File: config.mk
export PLATFORM = sky130hd
export DESIGN_NAME = alu_issue_stage_flat
export DESIGN_NICKNAME = d
export VERILOG_FILES = /design/src/rtl/alu_issue_stage_if.sv /design/src/rtl/alu_issue_stage.sv /design/src/flat_wrapper.sv
export SDC_FILE = /design/constraint.sdc
export NUM_CORES = 1
export LEC_CHECK = 0
export ABC_AREA = 1
export ABC_CLOCK_PERIOD_IN_PS = 1600
export BUFFER_PORTS_ARGS = -buffer_cell sky130_fd_sc_hd__buf_2
export CAP_MARGIN = 5
export CORE_AREA = 3 3 128 130
export DETAILED_ROUTE_END_ITERATION = 10
export DIE_AREA = 0 0 131 133
export PLACE_DENSITY = 0.81
export SLEW_MARGIN = 0
export SYNTH_ARGS = -nofsm -noshare
export SYNTH_HDL_FRONTEND = slang
export SYNTH_SLANG_ARGS = --single-unit
File: constraint.sdc
create_clock -name Clk -period 1.6 [get_ports Clk]
set_clock_uncertainty 0.15 [all_clocks]
set_input_delay 0.08 -clock Clk [delete_from_list [all_inputs] [get_ports Clk]]
set_output_delay 0.08 -clock Clk [all_outputs]
set_load 0.03 [all_outputs]
File: src/rtl/alu_issue_stage_if.sv
// rtl/alu_issue_stage_if.sv - upstream/downstream handshake bundle for alu_issue_stage
interface alu_issue_stage_if #(
  parameter int DW   = 32,
  parameter int TAGW = 5
);
  logic            In_Valid;
  logic            In_Ready;
  logic [5:0]      In_Opcode;
  logic [5:0]      In_Func;
  logic [DW-1:0]   In_Rs;
  logic [DW-1:0]   In_Rt;
  logic [15:0]     In_Imm;
  logic [TAGW-1:0] In_Rd;
  logic            Out_Valid;
  logic            Out_Ready;
  logic [DW-1:0]   Out_A;
  logic [DW-1:0]   Out_B;
  logic [3:0]      Out_Op;
  logic [TAGW-1:0] Out_Rd;

  // Environment side: offers instructions, consumes ALU entries.
  modport master (
    output In_Valid, In_Opcode, In_Func, In_Rs, In_Rt, In_Imm, In_Rd, Out_Ready,
    input  In_Ready, Out_Valid, Out_A, Out_B, Out_Op, Out_Rd
  );

  // Issue stage side.
  modport slave (
    input  In_Valid, In_Opcode, In_Func, In_Rs, In_Rt, In_Imm, In_Rd, Out_Ready,
    output In_Ready, Out_Valid, Out_A, Out_B, Out_Op, Out_Rd
  );
endinterface

File: src/rtl/alu_issue_stage.sv
// rtl/alu_issue_stage.sv - ALU issue stage: decode, operand select, 2-entry skid buffer (option: ALU_ISSUE_STATS_EN)
module alu_issue_stage #(
  parameter int DW   = 32,
  parameter int TAGW = 5
) (
  input  logic                 Clk,
  input  logic                 Reset_n,
  input  logic                 Flush,
  alu_issue_stage_if.slave     bus,
  output logic                 Illegal
`ifdef ALU_ISSUE_STATS_EN
  ,
  output logic [15:0]          Issue_Cnt,
  output logic [15:0]          Illegal_Cnt
`endif
);

  typedef struct packed {
    logic [DW-1:0]   a;
    logic [DW-1:0]   b;
    logic [3:0]      op;
    logic [TAGW-1:0] rd;
  } entry_t;

  entry_t dec_entry;
  logic   dec_legal;

  entry_t m_q, m_d, s_q, s_d;
  logic   m_valid_q, m_valid_d;
  logic   s_valid_q, s_valid_d;
  logic   illegal_q, illegal_d;
  logic   accept, push, take;

`ifdef ALU_ISSUE_STATS_EN
  logic [15:0] issue_cnt_q, issue_cnt_d;
  logic [15:0] illegal_cnt_q, illegal_cnt_d;
`endif

  // Decode the offered instruction into ALU operands, op code and legality.
  always_comb begin
    logic [DW-1:0] se;
    logic [DW-1:0] zf;
    se = {{(DW-16){bus.In_Imm[15]}}, bus.In_Imm};
    zf = {{(DW-16){1'b0}}, bus.In_Imm};
    dec_entry.a  = '0;
    dec_entry.b  = '0;
    dec_entry.op = 4'b0000;
    dec_entry.rd = bus.In_Rd;
    dec_legal    = 1'b0;
    case (bus.In_Opcode)
      6'b100000: begin
        dec_entry.a  = bus.In_Rs;
        dec_entry.b  = bus.In_Rt;
        dec_entry.op = bus.In_Func[3:0];
        case (bus.In_Func)
          6'b110000, 6'b110001, 6'b110010, 6'b110011, 6'b110100,
          6'b111000, 6'b111001, 6'b111010, 6'b111100, 6'b111101: dec_legal = 1'b1;
          default: dec_legal = 1'b0;
        endcase
      end
      6'b111000: begin
        dec_entry.b = se;
        dec_legal   = 1'b1;
      end
      6'b111001: begin
        dec_entry.b = {bus.In_Imm, {(DW-16){1'b0}}};
        dec_legal   = 1'b1;
      end
      6'b110000: begin
        dec_entry.a = bus.In_Rs;
        dec_entry.b = se;
        dec_legal   = 1'b1;
      end
      6'b110010: begin
        dec_entry.a  = bus.In_Rs;
        dec_entry.b  = zf;
        dec_entry.op = 4'b0010;
        dec_legal    = 1'b1;
      end
      6'b110011: begin
        dec_entry.a  = bus.In_Rs;
        dec_entry.b  = zf;
        dec_entry.op = 4'b0011;
        dec_legal    = 1'b1;
      end
      default: dec_legal = 1'b0;
    endcase
  end

  // Skid-buffer next state: M feeds the ALU, S catches an accept while M stalls.
  always_comb begin
    m_valid_d = m_valid_q;
    m_d       = m_q;
    s_valid_d = s_valid_q;
    s_d       = s_q;
    illegal_d = 1'b0;
    accept    = bus.In_Valid & ~s_valid_q;
    push      = accept & dec_legal;
    take      = m_valid_q & bus.Out_Ready;
    if (Flush) begin
      m_valid_d = 1'b0;
      s_valid_d = 1'b0;
    end else begin
      illegal_d = accept & ~dec_legal;
      if (s_valid_q) begin
        // In_Ready is low here, so no accept can collide with the S->M move.
        if (take) begin
          m_d       = s_q;
          s_valid_d = 1'b0;
        end
      end else if (~m_valid_q | take) begin
        m_valid_d = push;
        if (push) m_d = dec_entry;
      end else if (push) begin
        s_valid_d = 1'b1;
        s_d       = dec_entry;
      end
    end
  end

`ifdef ALU_ISSUE_STATS_EN
  // Free-running wrap-around statistics; Flush deliberately leaves them alone.
  always_comb begin
    issue_cnt_d   = issue_cnt_q + {15'd0, take};
    illegal_cnt_d = illegal_cnt_q + {15'd0, illegal_d};
  end

  // Statistics registers.
  always_ff @(posedge Clk or negedge Reset_n) begin
    if (!Reset_n) begin
      issue_cnt_q   <= '0;
      illegal_cnt_q <= '0;
    end else begin
      issue_cnt_q   <= issue_cnt_d;
      illegal_cnt_q <= illegal_cnt_d;
    end
  end

  assign Issue_Cnt   = issue_cnt_q;
  assign Illegal_Cnt = illegal_cnt_q;
`endif

  // Buffer and pulse registers.
  always_ff @(posedge Clk or negedge Reset_n) begin
    if (!Reset_n) begin
      m_valid_q <= 1'b0;
      m_q       <= '0;
      s_valid_q <= 1'b0;
      s_q       <= '0;
      illegal_q <= 1'b0;
    end else begin
      m_valid_q <= m_valid_d;
      m_q       <= m_d;
      s_valid_q <= s_valid_d;
      s_q       <= s_d;
      illegal_q <= illegal_d;
    end
  end

  assign bus.In_Ready  = ~s_valid_q;
  assign bus.Out_Valid = m_valid_q;
  assign bus.Out_A     = m_q.a;
  assign bus.Out_B     = m_q.b;
  assign bus.Out_Op    = m_q.op;
  assign bus.Out_Rd    = m_q.rd;
  assign Illegal       = illegal_q;

endmodule

File: src/flat_wrapper.sv
// flat-port wrapper written by rule: the top's interface ports become plain ports
module alu_issue_stage_flat 
#(
  parameter int DW   = 32,
  parameter int TAGW = 5
)
  (Clk, Reset_n, Flush, Illegal, bus_In_Valid, bus_In_Opcode, bus_In_Func, bus_In_Rs, bus_In_Rt, bus_In_Imm, bus_In_Rd, bus_Out_Ready, bus_In_Ready, bus_Out_Valid, bus_Out_A, bus_Out_B, bus_Out_Op, bus_Out_Rd);
  alu_issue_stage_if #(.DW(DW), .TAGW(TAGW)) bus_i ();
  input  logic Clk;
  input  logic Reset_n;
  input  logic Flush;
  output logic Illegal;
  input wire logic [$bits(bus_i.In_Valid)-1:0] bus_In_Valid;
  input wire logic [$bits(bus_i.In_Opcode)-1:0] bus_In_Opcode;
  input wire logic [$bits(bus_i.In_Func)-1:0] bus_In_Func;
  input wire logic [$bits(bus_i.In_Rs)-1:0] bus_In_Rs;
  input wire logic [$bits(bus_i.In_Rt)-1:0] bus_In_Rt;
  input wire logic [$bits(bus_i.In_Imm)-1:0] bus_In_Imm;
  input wire logic [$bits(bus_i.In_Rd)-1:0] bus_In_Rd;
  input wire logic [$bits(bus_i.Out_Ready)-1:0] bus_Out_Ready;
  output wire logic [$bits(bus_i.In_Ready)-1:0] bus_In_Ready;
  output wire logic [$bits(bus_i.Out_Valid)-1:0] bus_Out_Valid;
  output wire logic [$bits(bus_i.Out_A)-1:0] bus_Out_A;
  output wire logic [$bits(bus_i.Out_B)-1:0] bus_Out_B;
  output wire logic [$bits(bus_i.Out_Op)-1:0] bus_Out_Op;
  output wire logic [$bits(bus_i.Out_Rd)-1:0] bus_Out_Rd;
  assign bus_i.In_Valid = bus_In_Valid;
  assign bus_i.In_Opcode = bus_In_Opcode;
  assign bus_i.In_Func = bus_In_Func;
  assign bus_i.In_Rs = bus_In_Rs;
  assign bus_i.In_Rt = bus_In_Rt;
  assign bus_i.In_Imm = bus_In_Imm;
  assign bus_i.In_Rd = bus_In_Rd;
  assign bus_i.Out_Ready = bus_Out_Ready;
  assign bus_In_Ready = bus_i.In_Ready;
  assign bus_Out_Valid = bus_i.Out_Valid;
  assign bus_Out_A = bus_i.Out_A;
  assign bus_Out_B = bus_i.Out_B;
  assign bus_Out_Op = bus_i.Out_Op;
  assign bus_Out_Rd = bus_i.Out_Rd;
  alu_issue_stage #(.DW(DW), .TAGW(TAGW)) u_core (.Clk(Clk), .Reset_n(Reset_n), .Flush(Flush), .bus(bus_i), .Illegal(Illegal));
endmodule
==> qor.csv, run 1 <==
stage;metric;value;unit
clock_tree;CTS tree;yes;
place;port bufs;177;
critical_path;Arrival @ worst endpoint;1.93;ns
clock_tree;CTS Buf Count;17;
power;power per cell area;806;nW/um^2
detailed_routing;drt first pass iters;6;
place;GPL Wtd Cong;0.887;
synthesis;syn avg cell area;7.60;um^2
critical_path;slowest cell on the critical path;dfrtp_4;
clock_tree;Max clock buf depth;2;
power;Clock power frac;45.8;%
critical_path;CP Class;reg2reg;
power;Pleak;6.02;nW
grt;Congestion Overflow GR;0;
synthesis;Synth area leader;dfrtp_1;
critical_path;Worst Path Max Fanout;8;
clock_tree;TritonCTS sink count;149;
detailed_routing;Antenna Nets Post-Route;0;
floorplanning;die area;17400;um^2
layout;post-route insts no fill;1537;
layout;Fillers;973;
critical_path;CP Data Required Time;1.77;ns
synthesis;Synthesized Nets;1088;
grt;pin count of the biggest net entering global routing;67;
grt;All-Layer GR Usage;29.6;%
floorplanning;DIE HEIGHT;133;um
floorplanning;core area;15300;um^2
synthesis;synthesized cell area;7490;um^2
power;Psw;2.36;mW
detailed_routing;initial DRC count;1235;
critical_path;CP endpoint kind;flop;
timing;slew at the pin closest to its max-slew limit;0.561;ns
grt;first-pass GRT wire length;40700;um
synthesis;Synth Warn #;0;
power;Max IR drop VDD;0.712;mV
layout;nets;1416;
synthesis;Yosys top cell area share;49.8;%
status;status;finished with violations;
synthesis;Cell variety after synth;23;
floorplanning;die width;131;um
timing;unrepaired setup endpoints after global routing;true;
hold_path;Hold WC Path Type;in2async;
timing;Final Hold Fails;0;
synthesis;Post-Synthesis Cells;986;
critical_path;worst reg2reg path endpoint;u_core.bus.Out_A[14];
detailed_routing;drt via density;5.64;
timing;setup_tns;-13.82;ns
run;max cap viols;0;
power;overall power;9.48;mW
timing;Peak Freq;0.568;GHz
place;Post-Place Cells;1375;
power;part of the power in registers;41.5;%
timing;hold slack;0.0126;ns
critical_path;critical path, cell by cell;inv_4 > nand2_4 > inv_4 > buf_6 > nand2_4 > nand2_8 > nand2_8 > clkbuf_16 > nand2_1 > nand2_1;
floorplanning;I/O pin count;178;
status;failing checks;setup timing;
grt;vias in the first global route;8260;
synthesis;largest cells by area after synthesis;dfrtp_1 50%, nand2_1 24%, nand3_1 5.5%;
detailed_routing;Via Count;8663;
timing;final setup violation count;147;
critical_path;Worst Setup Start Kind;flop;
critical_path;flop2flop setup slack;-0.16;ns
critical_path;crit-path leading delay family;simple AND/OR/NAND/NOR gates;
clock_tree;clock root buffer master;clkbuf_16;
layout;ANT cells;0;
detailed_routing;DRC Markers;0;
power;total internal power;7.12;mW
timing;max-slew violation total from the final report;0;
layout;layout cells sized above 1;35.1;%
timing;min Tclk post-route;1.76;ns
synthesis;Synth Register Bits;149;
timing;Slew HR;62.6;%
clock_tree;clk_lat worst skew;0.43;ns
timing;post-route setup slack;-0.160;ns
layout;Layout area overhead;57.0;%
floorplanning;Initial Util;49.1;%
detailed_routing;WL per Instance;19.8;um
floorplanning;cell row count;45;
power;combinational power share;12.7;%
place;Post-DP HPWL;14400;um
critical_path;worst r2r src;u_core.s_valid_q;
timing;period utilisation layout;110;%
clock_tree;Clk pin slew, worst setup/hold paths;0.06;ns
synthesis;sequential share of the synthesized area;49.8;%
grt;initial antenna violation count;0;
detailed_routing;final wirelength;30400;um
critical_path;CP max stage delay;0.51;ns
critical_path;crit path buf inv count;4;
clock_tree;H-tree depth;4;
power;Sw Ratio;24.9;%
critical_path;Reg2Reg Depth;10;
==> synth_stat cells <==
master	count
a21oi_1	2
buf_1	3
nor2_1	3
nor2_2	1
buf_12	1
o21ai_0	42
dfrtp_1	149
nand3_1	82
nor3_1	1
nand2_2	5
buf_6	4
o21ai_1	73
inv_2	1
buf_2	36
nand4_1	2
nand2_4	1
nor2_4	4
nand2_1	474
inv_1	50
clkbuf_1	18
nand3_2	29
buf_8	3
nand3b_1	2
==> through the flow <==
stage               utilization, %  worst slack [ns]  area [um^2]
floorplan                        -           0.00828         7500
global placement              58.5           -0.0497         8930
detailed placement            58.5            -0.169         8930
CTS                           71.8           -0.0463        11000
global route                  77.1            -0.215        11800
finish                        77.1            -0.160        11800
==> worst reg2reg max path, stage by stage (launching register included) <==
cell	delay [ns]
dfrtp_4	0.51
inv_4	0.08
nand2_4	0.06
inv_4	0.07
buf_6	0.10
nand2_4	0.07
nand2_8	0.15
nand2_8	0.13
clkbuf_16	0.21
nand2_1	0.07
nand2_1	0.06
==> registers in the layout, indices dropped and copies added, names as in the netlist <==
signal / flops
u_core.s_valid_q: 1
u_core.bus.Out_Op: 4
u_core.bus.Out_B: 32
u_core.s_q: 73
u_core.Illegal: 1
u_core.bus.Out_Valid: 1
u_core.bus.Out_A: 32
u_core.bus.Out_Rd: 5
==> per-layer routing <==
metal  GRT usage (%)  share of wire [%]  vias up
met3            6.38                9.2      129
met4            13.6                4.7        0
met5               0                  0        -
li1                -                  -     3786
met1            36.7                 36     4124
met2            49.0                 50      624
==> cell type report <==
class | count | area [um^2] | area share [%]
clock buffer | 23 | 488 | 4.15
inverter | 51 | 201 | 1.71
tap | 211 | 264 | 2.24
timing repair buffer | 373 | 3210 | 27.3
clock inverter | 8 | 146 | 1.24
multi-input combinational | 722 | 3720 | 31.6
sequential | 149 | 3730 | 31.7
==> power by group through the flow <==
stage          Combinational (mW)  Clock, mW  Sequential, mW
6_report                     1.20       4.35            3.93
5_1_grt                      1.27       4.51            3.94
4_1_cts                      1.08       4.34            3.91
3_5_place_dp                0.884          0            3.97
3_3_place_gp                0.877          0            3.97
2_1_floorplan               0.250          0            4.15
==> layout by cell type (no fill, tap or decap) <==
master and instances:
clkinvlp_4 1, nand3_1 80, nor2_4 4, buf_8 3
a21oi_1 2, buf_4 53, inv_4 2, clkinv_2 2
nand3_2 30, nor2_2 2, o21ai_1 60, nand3_4 1
nor2_1 2, buf_6 9, o21ai_2 12, buf_16 6
bufinv_16 4, nand2_1 373, nand4_1 2, nand2_8 3
dfrtp_4 1, o21ai_0 41, nor3_1 1, clkbuf_16 30
bufbuf_16 1, buf_12 14, inv_1 48, nand2_4 26
dlygate4sd3_1 99, o21ai_4 2, clkbuf_1 2, clkinv_4 2
nand2_2 79, nand3b_1 2, buf_2 175, clkbuf_8 4
dfrtp_1 148
==> worst max path at each step <==
stage	startpoint	depth (start not counted)	endpoint
finish	u_core.s_valid_q	10	u_core.bus.Out_A[14]
global route	u_core.s_valid_q	4	u_core.bus.Out_A[16]
CTS	u_core.s_valid_q	9	u_core.s_q[71]
detailed placement	bus_In_Opcode[5]	12	u_core.s_q[47]
global placement	u_core.s_valid_q	6	u_core.bus.Out_A[16]
floorplan	u_core.s_valid_q	7	u_core.bus.Out_B[3]
==> timing repair <==
item,CTS,global route
pin swaps,2,5
resized for setup,40,143
setup buffers,6,6
hold buffers,99,0
cloned,7,16
endpoints found under the setup margin,122,147
hold endpoints to repair,278,0
==> logic make-up after synthesis <==
kind of cell | count (synthesis) | synth area share [%]
and+or+nand+nor | 604 | 34.9
DFF | 149 | 49.8
AOI/OAI and AO/OA | 117 | 7.82
buffers and inverters | 116 | 7.48
Power figures use the tool's default switching activity.
==> run 2: changes to the inputs <==
--- a/config.mk
+++ b/config.mk
@@ -6,13 +6,14 @@
 export NUM_CORES = 1
 export LEC_CHECK = 0
 export ABC_AREA = 1
-export ABC_CLOCK_PERIOD_IN_PS = 1600
+export ABC_CLOCK_PERIOD_IN_PS = 1880
 export BUFFER_PORTS_ARGS = -buffer_cell sky130_fd_sc_hd__buf_2
 export CAP_MARGIN = 5
-export CORE_AREA = 3 3 128 130
+export CORE_AREA = 2 2 126 128
+export CTS_CLUSTER_SIZE = 24
 export DETAILED_ROUTE_END_ITERATION = 10
-export DIE_AREA = 0 0 131 133
-export PLACE_DENSITY = 0.81
+export DIE_AREA = 0 0 128 130
+export PLACE_DENSITY = 0.79
 export SLEW_MARGIN = 0
 export SYNTH_ARGS = -nofsm -noshare
 export SYNTH_HDL_FRONTEND = slang
==> constraint.sdc (replaced) <==
create_clock -name Clk -period 1.88 [get_ports Clk]
set_clock_uncertainty 0.15 [all_clocks]
set_input_delay 0.094 -clock Clk [delete_from_list [all_inputs] [get_ports Clk]]
set_output_delay 0.094 -clock Clk [all_outputs]
set_load 0.03 [all_outputs]
==> run 2 against run 1 <==
Compared with the run above: core utilization shrank 11 points; flip-flop and latch count is the same; the run now ends clean; sequential share of layout area grew 4.8 points; critical endpoint is now bus_In_Ready; cell area shrank 13%; cell count shrank 5.7%; first-iteration DRC count shrank 51%; non-clock buffer count shrank 67; register-to-register slack gained 0.27 ns.
==> qor.csv, run 2 (synthesis results as in run 1) <==
stage;metric;value;unit;change
place;Post-DP HPWL;13400;um;-6.7%
clock_tree;clock root buffer master;clkbuf_16;;
timing;Peak Freq;0.559;GHz;
hold_path;Hold WC Path Type;in2reg;;
floorplanning;core area;15400;um^2;+1.1%
place;port bufs;177;;unchanged
timing;setup_tns;0;ns;+13.82 ns
layout;ANT cells;0;;unchanged
detailed_routing;Antenna Nets Post-Route;0;;unchanged
grt;first-pass GRT wire length;36800;um;-9.6%
power;Max IR drop VDD;0.634;mV;-11%
layout;nets;1348;;-4.8%
power;Pleak;5.38;nW;-11%
layout;cell area after layout;10200;um^2;-13%
timing;Final Hold Fails;0;;unchanged
critical_path;critical path, cell by cell;inv_2 > buf_6 > buf_2;;
grt;Congestion Overflow GR;0;;unchanged
clock_tree;setup bufs post-CTS;0;;-6
grt;All-Layer GR Usage;28.2;%;-1.4 points
critical_path;Arrival @ worst endpoint;1.55;ns;-0.38 ns
critical_path;CP Class;reg2out;;
critical_path;CP max stage delay;0.50;ns;about the same
timing;slew at the pin closest to its max-slew limit;0.531;ns;-0.0294 ns
floorplanning;die width;128;um;-2.3%
layout;max FFs per register;73;;unchanged
floorplanning;Initial Util;48.6;%;-0.53 points
critical_path;CP endpoint kind;output pin;;
clock_tree;CTS tree;yes;;
layout;layout cells sized above 1;21.9;%;-13 points
detailed_routing;initial DRC count;602;;-51%
grt;pin count of the biggest net entering global routing;74;;+10%
clock_tree;TritonCTS sink count;149;;unchanged
detailed_routing;drt first pass iters;8;;+2
status;status;complete, no violations;;
critical_path;Worst Setup Start Kind;flop;;
critical_path;crit-path leading delay family;buffers and inverters;;
floorplanning;I/O pin count;178;;unchanged
clock_tree;CTS Buf Count;17;;unchanged
critical_path;slowest cell on the critical path;dfrtp_4;;
grt;vias in the first global route;7691;;-6.9%
critical_path;crit path buf inv count;3;;-1
layout;most frequent cells in the layout;474 x nand2_1, 176 x buf_2, 148 x dfrtp_1;;
layout;commonest non-fill, non-tap cell in the layout;nand2_1;;
detailed_routing;DRC Markers;0;;unchanged
floorplanning;die area;16600;um^2;-4.5%
layout;Layout area overhead;36.2;%;
place;GPL Wtd Cong;0.893;;+0.65%
detailed_routing;final wirelength;22800;um;-25%
timing;unrepaired setup endpoints after global routing;false;;
critical_path;worst r2r src;u_core.s_valid_q;;
floorplanning;DIE HEIGHT;130;um;-2.3%
detailed_routing;Via Count;7685;;-11%
timing;max-slew violation total from the final report;0;;unchanged
floorplanning;cell row count;46;;+2.2%
timing;min Tclk post-route;1.79;ns;
run;max cap viols;0;;unchanged
critical_path;Worst Path Max Fanout;36;;+28
clock_tree;H-tree depth;4;;unchanged
clock_tree;Max clock buf depth;2;;unchanged
timing;final setup violation count;0;;-100%
grt;initial antenna violation count;1;;+1
place;DP Area;8580;um^2;-3.9%
power;power per cell area;737;nW/um^2;-8.5%
timing;Slew HR;64.6;%;+2.0 points
critical_path;worst setup path startpoint;u_core.s_valid_q;;
hold_path;Hold Startpoint;bus_In_Imm[8];;
detailed_routing;drt via density;5.30;;-5.9%
clock_tree;Clk pin slew, worst setup/hold paths;0.06;ns;about the same
clock_tree;clk_lat worst skew;0.42;ns;about the same
detailed_routing;WL per Instance;15.8;um;-20%
layout;Largest Register;u_core.s_q;;
timing;period utilisation layout;95.2;%;
critical_path;CP Data Required Time;1.64;ns;-0.13 ns
[run 2: changes by cell type in the layout (fill, tap and decap cells not counted), sizes merged]
cell         change
dlygate4sd3      +6
nand2            -1
bufinv           -2
clkbuf          -15
clkinv           +2
clkinvlp         +1
bufbuf           -1
buf             -59
[run 2: path summary, 6_finish.rpt]
path	end	slack, ns	cells after the start
worst max-delay path	bus_In_Ready	0.09	3
worst min-delay path	u_core.s_q[33]	0.02	5
worst max register to register	u_core.bus.Out_Valid	0.11	4
worst min register to register	u_core.bus.Out_A[26]	0.32	2
max in group asynchronous	u_core.bus.Out_A[20]	0.87	3
min in group asynchronous	u_core.bus.Out_B[18]	0.05	2
[run 2: metrics by stage]
stage          hold slack [ns]  total power [mW]  worst slack (ns)  utilization [%]  cells
2_1_floorplan           -0.352              3.74             0.195                -    986
3_3_place_gp           -0.0907              4.09             0.188             55.6   1314
3_5_place_dp           -0.0924              4.10             0.146             55.6   1314
4_1_cts                0.00804              7.55            0.0602             66.2   1449
5_1_grt                 0.0283              7.79            0.0137             66.2   1449
6_report                0.0239              7.53            0.0899             66.2   1449
[run 2: final cells by class]
| class | instances | area, um^2 |
|---|---|---|
| Fill cell | 1220 | 5220 |
| Sequential cell | 149 | 3730 |
| Multi-Input combinational cell | 721 | 3220 |
| Timing Repair Buffer | 306 | 2250 |
| Clock buffer | 21 | 470 |
| Tap cell | 192 | 240 |
| Inverter | 51 | 193 |
| Clock inverter | 9 | 104 |
[run 2: metal layers]
layer  wire (um)  part of all wire, %  track usage (%)  vias up
li1            -                    -                -     3638
met5          11                0.048                0        -
met4        1110                  4.9             15.7        2
met3        1660                  7.3             5.86       88
met1        8950                   39             33.4     3581
met2       11100                   49             48.3      376
[run 2: worst min-delay path, cell delays in order]
cell	delay (ns)
buf_2	0.12
nand3_1	0.08
nand3_1	0.12
inv_1	0.07
o21ai_1	0.07
[run 2: what timing repair did]
item                                   CTS  global route
pin swaps                                0             0
endpoints found under the hold margin  267             0
setup endpoints to repair                1             3
hold buffers                           105             0
gates resized for setup                  1             2
[run 2: report_power, final]
group	internal, mW	switching, mW	leakage, nW
sequential	3.28	0.0452	2.07
combinational	0.338	0.537	3.03
clock	2.04	1.29	0.281
total	5.66	1.87	5.38
==> run 3: changes to the inputs <==
--- a/config.mk
+++ b/config.mk
@@ -14,6 +14,7 @@
 export DETAILED_ROUTE_END_ITERATION = 10
 export DIE_AREA = 0 0 128 130
 export PLACE_DENSITY = 0.79
+export RECOVER_POWER = 100
 export SLEW_MARGIN = 0
 export SYNTH_ARGS = -nofsm -noshare
 export SYNTH_HDL_FRONTEND = slang
==> run 3 against run 2 <==
Compared with the run above: sequential power barely moved; cell count unchanged; core utilization down 1.0 points; cell area fell by 1.5%; die area unchanged; wire length rose by 0.48%; first-iteration DRC count fell by 2.7%; hold slack better by 0.0038 ns; clock power hardly changed; non-clock buffer count is the same; total power shrank 0.30%; largest power group unchanged.
==> qor.csv, run 3 (synthesis results as in run 1) <==
stage;metric;value;unit;change
layout;Fillers;1273;;+4.3%
floorplanning;core area;15400;um^2;unchanged
floorplanning;die area;16600;um^2;unchanged
grt;initial antenna violation count;1;;unchanged
clock_tree;clk_lat worst skew;0.42;ns;about the same
layout;nets;1348;;unchanged
layout;layout cells sized above 1;15.3;%;-6.6 points
place;Post-Place Cells;1314;;unchanged
grt;pin count of the biggest net entering global routing;74;;unchanged
detailed_routing;drt via density;5.29;;-0.21%
timing;hold slack;0.0278;ns;+0.00384 ns
critical_path;Worst Path Max Fanout;36;;unchanged
timing;Slew HR;20.1;%;-44 points
clock_tree;TritonCTS sink count;149;;unchanged
detailed_routing;Via Count;7669;;-0.21%
timing;Final Hold Fails;0;;unchanged
hold_path;Worst Hold Depth;7;;+2
layout;Layout area overhead;34.2;%;
detailed_routing;drt first pass iters;7;;-1
timing;period utilisation layout;95.9;%;+0.71 points
layout;Largest Register;u_core.s_q;;
floorplanning;DIE HEIGHT;130;um;unchanged
run;max cap viols;0;;unchanged
clock_tree;clock root buffer master;clkbuf_16;;
critical_path;Arrival @ worst endpoint;1.56;ns;about the same
layout;most frequent cells in the layout;475 x nand2_1, 148 x dfrtp_1, 105 x dlygate4sd3_1;;
detailed_routing;initial DRC count;586;;-2.7%
timing;unrepaired setup endpoints after global routing;false;;
power;Pleak;5.08;nW;-5.7%
floorplanning;Initial Util;48.6;%;unchanged
status;status;complete, no violations;;
timing;max-slew violation total from the final report;0;;unchanged
layout;area of the multi-input gates;3180;um^2;-1.2%
floorplanning;I/O pin count;178;;unchanged
timing;setup_tns;0;ns;unchanged
power;Max IR drop VDD;0.638;mV;+0.72%
clock_tree;Max clock buf depth;2;;unchanged
grt;All-Layer GR Usage;28.2;%;unchanged
layout;post-route insts no fill;1449;;unchanged
detailed_routing;WL per Instance;15.8;um;+0.48%
power;overall power;7.50;mW;-0.30%
place;GPL Wtd Cong;0.893;;unchanged
clock_tree;CTS tree;yes;;
timing;min Tclk post-route;1.80;ns;+0.0133 ns
hold_path;Hold WC Path Type;in2reg;;
critical_path;Worst Setup Start Kind;flop;;
grt;first-pass GRT wire length;36800;um;unchanged
grt;vias in the first global route;7691;;unchanged
floorplanning;cell row count;46;;unchanged
clock_tree;CTS Buf Count;17;;unchanged
floorplanning;die width;128;um;unchanged
clock_tree;H-tree depth;4;;unchanged
detailed_routing;DRC Markers;0;;unchanged
grt;Congestion Overflow GR;0;;unchanged
timing;Peak Freq;0.555;GHz;-0.74%
timing;slew at the pin closest to its max-slew limit;1.20;ns;+0.667 ns
timing;final setup violation count;0;;unchanged
layout;Register Area;3730;um^2;unchanged
critical_path;Reg2Reg Depth;6;;+2
layout;final core occ;65.2;%;-1.0 points
place;port bufs;177;;unchanged
detailed_routing;final wirelength;23000;um;+0.48%
critical_path;CP Class;reg2out;;
power;power per cell area;746;nW/um^2;+1.2%
critical_path;CP Data Required Time;1.64;ns;about the same
layout;max FFs per register;73;;unchanged
layout;commonest non-fill, non-tap cell in the layout;nand2_1;;
detailed_routing;Antenna Nets Post-Route;0;;unchanged
place;Post-DP HPWL;13400;um;unchanged
layout;ANT cells;0;;unchanged
clock_tree;Clk pin slew, worst setup/hold paths;0.06;ns;about the same
critical_path;CP endpoint kind;output pin;;
[run 3: cell types whose count changed in the layout (fill, tap and decap cells not counted), sizes merged]
cell    before  now
clkbuf      21  100
buf        201  122
[run 3: where the power goes]
group          switching, mW  internal [mW]
combinational          0.532          0.312
clock                   1.29           2.03
sequential            0.0479           3.28
[run 3: worst max-delay path, cell delays in order (launching register included)]
cell and delay (ns):
dfrtp_4 0.50, inv_2 0.07, buf_6 0.29, clkbuf_2 0.28
[run 3: final timing paths]
kind / start / end / slack (ns)
worst max-delay path: u_core.s_valid_q / bus_In_Ready / 0.08
min in group asynchronous: Reset_n / u_core.bus.Out_B[18] / 0.33
worst max register to register: u_core.s_valid_q / u_core.bus.Out_B[2] / 0.09
worst min-delay path: bus_In_Imm[12] / u_core.bus.Out_B[12] / 0.03
worst min register to register: u_core.bus.Out_A[26] / u_core.bus.Out_A[26] / 0.32
max in group asynchronous: Reset_n / u_core.bus.Out_B[9] / 0.34
[run 3: final cells by class]
type	instances	area share [%]
multi-input combinational	721	31.6
sequential	149	37.1
tap	192	2.39
clock inverter	9	1.03
inverter	51	1.92
timing repair buffer	306	21.2
clock buffer	21	4.68
[run 3: routing by layer]
layer	track usage (%)	share of wire, %	vias to the layer above
met4	15.7	4.8	2
met1	33.4	39	3563
met2	48.3	48	388
met3	5.86	7.5	89
met5	0	0.057	-
li1	-	-	3627
[run 3: repair_timing]
item / CTS / global route
hold buffers: 105 / 0
gates resized for setup: 1 / 2
hold endpoints to repair: 267 / 0
buffers inserted: 0 / 0
endpoints found under the setup margin: 1 / 3
[run 3: metrics by stage]
step                      setup WS (ns)  cell area (um^2)
final                            0.0767             10100
after global routing             0.0110             10100
after CTS                        0.0602             10200
after detailed placement          0.146              8580
after global placement            0.188              8580
after floorplan                   0.195              7490
